**config.mk**
```make
export PLATFORM = sky130hd
export DESIGN_NAME = fetch_unit
export DESIGN_NICKNAME = d
export VERILOG_FILES = /design/src/rtl/fetch_unit.sv
export SDC_FILE = /design/constraint.sdc
export NUM_CORES = 1
export LEC_CHECK = 0
export CAP_MARGIN = 20
export CORE_ASPECT_RATIO = 1.25
export CORE_MARGIN = 2
export CORE_UTILIZATION = 58
export CTS_CLUSTER_SIZE = 14
export DETAILED_ROUTE_END_ITERATION = 12
export DONT_BUFFER_PORTS = 1
export PLACE_DENSITY = 0.74
export SYNTH_ARGS = -nofsm -noshare
export SYNTH_HDL_FRONTEND = slang
export SYNTH_SLANG_ARGS = --single-unit
```
**constraint.sdc**
```tcl
create_clock -name clk -period 6.7 [get_ports clk]
set_clock_uncertainty 0.2 [all_clocks]
set_input_delay 1.34 -clock clk [delete_from_list [all_inputs] [get_ports clk]]
set_output_delay 1.34 -clock clk [all_outputs]
set_load 0.02 [all_outputs]
```
**src/rtl/fetch_unit.sv**
```systemverilog
// -----------------------------------------------------------------------------
// fetch_unit
// Instruction fetch stage. Owns the PC, issues one word read per cycle to
// memory, buffers returned words (with their PC) in a DEPTH-entry FIFO and
// hands them to decode over a valid/ready handshake. A redirect from execute
// reloads the PC and flushes everything buffered or in flight.
//
// Ports
//   clk               system clock, rising edge
//   rst               asynchronous active-low reset
//   mem_req_valid     read request issued this cycle
//   mem_read_address  word address of the request (current PC)
//   mem_read_data     read data, valid one cycle after the request
//   redirect_valid    load redirect_target into the PC and flush
//   redirect_target   new PC
//   instr_valid       head instruction available
//   instr_ready       decode accepts the head instruction
//   instr             head instruction word
//   instr_pc          PC of the head instruction
// -----------------------------------------------------------------------------
module fetch_unit #(
    parameter logic [31:0] RESET_PC = 32'h0,
    parameter int          DEPTH    = 2
) (
    input  logic        clk,
    input  logic        rst,
    output logic        mem_req_valid,
    output logic [31:0] mem_read_address,
    input  logic [31:0] mem_read_data,
    input  logic        redirect_valid,
    input  logic [31:0] redirect_target,
    output logic        instr_valid,
    input  logic        instr_ready,
    output logic [31:0] instr,
    output logic [31:0] instr_pc
);

    localparam int PW  = (DEPTH > 1) ? $clog2(DEPTH) : 1;
    localparam int CW  = PW + 1;      // count holds 0..DEPTH
    localparam int OCW = CW + 1;      // occupancy sum before subtracting pop

    logic [31:0]   r_pc;
    logic          r_inflight;
    logic [31:0]   r_inflight_pc;
    logic          r_squash;
    logic [CW-1:0] r_count;
    logic [PW-1:0] r_rd_ptr;
    logic [PW-1:0] r_wr_ptr;
    logic [31:0]   r_buf_instr [DEPTH];
    logic [31:0]   r_buf_pc    [DEPTH];
    logic [31:0]   r_hold_instr;
    logic [31:0]   r_hold_pc;

    logic           w_nonempty;
    logic           w_pop;
    logic           w_push;
    logic           w_issue;
    logic [OCW-1:0] w_occ;

    assign w_nonempty  = (r_count != '0);
    assign instr_valid = w_nonempty && !redirect_valid;
    assign w_pop       = instr_valid && instr_ready;

    // Slots committed after this edge: buffered + the word now returning,
    // minus the one leaving. Issuing only below DEPTH means the reply to this
    // request always finds room, so a push never has to be refused.
    assign w_occ   = OCW'(r_count) + OCW'(r_inflight) - OCW'(w_pop);
    assign w_issue = rst && !redirect_valid && (w_occ < OCW'(DEPTH));

    // A reply landing in a redirect cycle belongs to the old stream.
    assign w_push = r_inflight && !r_squash && !redirect_valid;

    assign mem_req_valid    = w_issue;
    assign mem_read_address = r_pc;

    // Head is shown while anything is buffered; otherwise the last head seen.
    assign instr    = w_nonempty ? r_buf_instr[r_rd_ptr] : r_hold_instr;
    assign instr_pc = w_nonempty ? r_buf_pc[r_rd_ptr]    : r_hold_pc;

    always_ff @(posedge clk or negedge rst) begin
        if (!rst) begin
            r_pc          <= RESET_PC;
            r_inflight    <= 1'b0;
            r_inflight_pc <= 32'h0;
            r_squash      <= 1'b0;
            r_count       <= '0;
            r_rd_ptr      <= '0;
            r_wr_ptr      <= '0;
            r_hold_instr  <= 32'h0;
            r_hold_pc     <= 32'h0;
        end else begin
            if (w_nonempty) begin
                r_hold_instr <= r_buf_instr[r_rd_ptr];
                r_hold_pc    <= r_buf_pc[r_rd_ptr];
            end

            r_inflight <= w_issue;
            if (w_issue) begin
                r_pc          <= r_pc + 32'd1;   // wraps FFFFFFFF -> 0
                r_inflight_pc <= r_pc;
            end

            if (redirect_valid) begin
                r_pc     <= redirect_target;
                r_count  <= '0;
                r_rd_ptr <= '0;
                r_wr_ptr <= '0;
                // Marks a request issued alongside a redirect as stale. Issue
                // is blocked in redirect cycles, so this stays clear today.
                r_squash <= w_issue;
            end else begin
                r_squash <= 1'b0;
                if (w_push) r_wr_ptr <= r_wr_ptr + PW'(1);
                if (w_pop)  r_rd_ptr <= r_rd_ptr + PW'(1);
                case ({w_push, w_pop})
                    2'b10:   r_count <= r_count + CW'(1);
                    2'b01:   r_count <= r_count - CW'(1);
                    default: r_count <= r_count;
                endcase
            end
        end
    end

    // Payload storage needs no reset: it is only visible while count != 0.
    always_ff @(posedge clk) begin
        if (w_push) begin
            r_buf_instr[r_wr_ptr] <= mem_read_data;
            r_buf_pc[r_wr_ptr]    <= r_inflight_pc;
        end
    end

endmodule

```
==> results_dict.tcl <==
set metrics [dict create \
    cts_tree "done" \
    yosys_warnings 0 \
    synth_ff_type "dfrtp_1" \
    grt_usage_pct 21.6 \
    fin_setup_tns_ns 0 \
    ctsResizeCount 0 \
    wl_per_cell_um 19.0 \
    first_iter_violations 412 \
    ir_drop_uv 231 \
    cts_buffers 27 \
    clk_pin_slew_ns 0.06 \
    rows 54 \
    layout_commonest_cell "dfrtp_1" \
    hold_viol 0 \
    regToRegStartpoint "r_count[1]$_DFFE_PN0P_" \
    ys_seq_elements 262 \
    netlist_area_um2 10200 \
    drt-total-wl_um 19700 \
    tightest_slew_ns 0.895 \
    crit_start "redirect_valid" \
    crit_type "in2out" \
    path_max_fanout 42 \
    whs_ns 0.269 \
    clock_latency_ns 0.52 \
    synthCells 803 \
    areaGrowthSynthToFinish_pct 10.1 \
    timing.fmax_ghz 0.183 \
    die_h_um 152 \
    fp.dieArea_um2 18700 \
    antenna_found_initial 0 \
    grt_pass1_wl_um 32400 \
    rsz0062_at_grt "no" \
    vias 6014 \
    required_ns 5.16 \
    synth_seq_area_share_pct 70.4 \
    ctsHoldBuffers 0 \
    maxSlewViolCount 0 \
    drive_gt1_share_pct 7.50 \
    fillers 1289 \
    routed_via_density 5.80 \
    cts_setup_buffers 0 \
    cellPowerDensity_nw_per_um2 343 \
    post-place-ws_ns 1.26 \
    worstPathArrival_ns 3.92 \
    drv_cap 0 \
    worst_setup_path_end_kind "primary output" \
    gr-total-overflow 0 \
    syn_avg_cell_area_um2 12.7 \
    outcome "completed" \
    core_um2 17400 \
    fin_util_pct 64.9 \
    nets 862 \
    cts.path.max_buffers 3 \
    setup_violations 0 \
    antenna_cells 0 \
    finalCritPeriodShare_pct 81.5 \
    design.portCount 166 \
    detail-route-antenna-nets 0 \
    mostFrequentLayoutCells "133 x dfrtp_1, 129 x nand2_1, 128 x edfxtp_1, 77 x nor2_1, 77 x a21oi_1" \
    dr.pass1.iters 5 \
    relSlewSlack_pct 40.3 \
    worst_slack_ns 1.24 \
    synthArstFlopShare_pct 51.1 \
    initial_core_util_pct 58.9 \
    min_period_ns 5.46 \
    grt_pass1_vias 6323 \
    synth_cell_types 52 \
    drc 0 \
    grt_max_degree 136 \
    synth_fp_nets 873 \
    die_x_um 123 \
    start_kind "primary input" \
    htree_levels 1 \
    gp_routability_congestion 0.849 \
    synth_edf_count 128 \
    ctsRootBufferMaster "clkbuf_16" \
    holdCritStartpoint "r_inflight_pc[22]$_DFFE_PN0P_" \
    dpl.hpwl_um 12200 \
    clock-sinks 262 \
    min_path_type "reg2reg" \
    power.leakage_nw 4.27 \
    io_buffers 0 \
]
where the power goes:
| part | switching [mW] | total (mW) | internal [mW] |
|---|---|---|---|
| Sequential | 0.137 | 2.02 | 1.89 |
| Clock | 0.576 | 1.38 | 0.804 |
| Combinational | 0.343 | 0.454 | 0.110 |
| Total | 1.06 | 3.86 | 2.80 |
worst paths after layout:
kind	end	slack (ns)	cells after the start
worst max-delay path	mem_req_valid	1.24	9
worst min-delay path	r_buf_pc[0][22]$_DFFE_PP_	0.27	0
worst max register to register	mem_read_address[17]$_DFFE_PN0P_	2.02	14
worst min register to register	r_buf_pc[0][22]$_DFFE_PP_	0.27	0
max in group asynchronous	r_hold_pc[18]$_DFF_PN0_	5.78	0
min in group asynchronous	mem_read_address[30]$_DFFE_PN0P_	0.32	0
through the flow:
step	area [um^2]	power, mW	cells
floorplan	10200	2.40	803
global placement	10400	2.48	985
detailed placement	10400	2.51	985
CTS	11200	3.89	1035
global route	11300	4.03	1037
finish	11300	3.86	1037
state kept, by name (all words and copies together), names as in the netlist:
name and cells:
r_inflight_pc 32, r_squash 1, r_inflight 1, r_buf_instr 64, r_rd_ptr 1, r_hold_instr 32
mem_read_address 32, r_count 2, r_hold_pc 32, r_wr_ptr 1, r_buf_pc 64
Yosys cell counts, drive strengths merged, types with 6 or more instances:
cell type  instances  area, um^2
a21oi             77         385
a22oi              6        45.0
and2               6        38.8
and3               8        51.3
buf               18        86.3
clkbuf            30         113
dfrtp            134        3350
edfxtp           128        3840
inv                8        30.0
mux2i             66         661
nand2            129         484
nand3             18         103
nand4             10        77.6
nor2              77         289
o211ai             7        52.6
o21ai             19        95.1
o311ai             9        78.8
critical path: stages:
cell and delay (ns):
inv_1 0.31, and2_1 0.35, nand2_1 0.12, nor2_1 0.18, o21ai_0 0.14, fa_1 0.39
xor2_1 0.15, or3_2 0.47, clkinv_1 0.46
cell families after synthesis:
| family | share of synthesized area [%] |
|---|---|
| AO/OA/AOI/OAI | 8.00 |
| buffers and inverters | 2.24 |
| AND/OR/NAND/NOR | 12.1 |
| flip-flops | 70.4 |
| multiplexers | 6.46 |
| other | 0.0367 |
| XOR/XNOR | 0.514 |
| adder cells (fa/ha/maj) | 0.318 |
area by class of cell:
type / instances / area (um^2) / share of cell area (%)
Sequential cell: 262 / 7200 / 63.9
Clock buffer: 36 / 729 / 6.48
Timing Repair Buffer: 8 / 100 / 0.889
Tap cell: 224 / 280 / 2.49
Inverter: 8 / 30.0 / 0.267
Multi-Input combinational cell: 485 / 2820 / 25.0
Clock inverter: 14 / 101 / 0.900
metal layers:
layer	GRT usage, %	up-vias	routed length (um)
li1	-	2856	-
met1	28.0	2907	7880
met2	36.1	231	9620
met3	6.29	20	1890
met4	4.82	0	269
met5	0	-	0
Note: power is estimated with default switching activity, not from simulation.
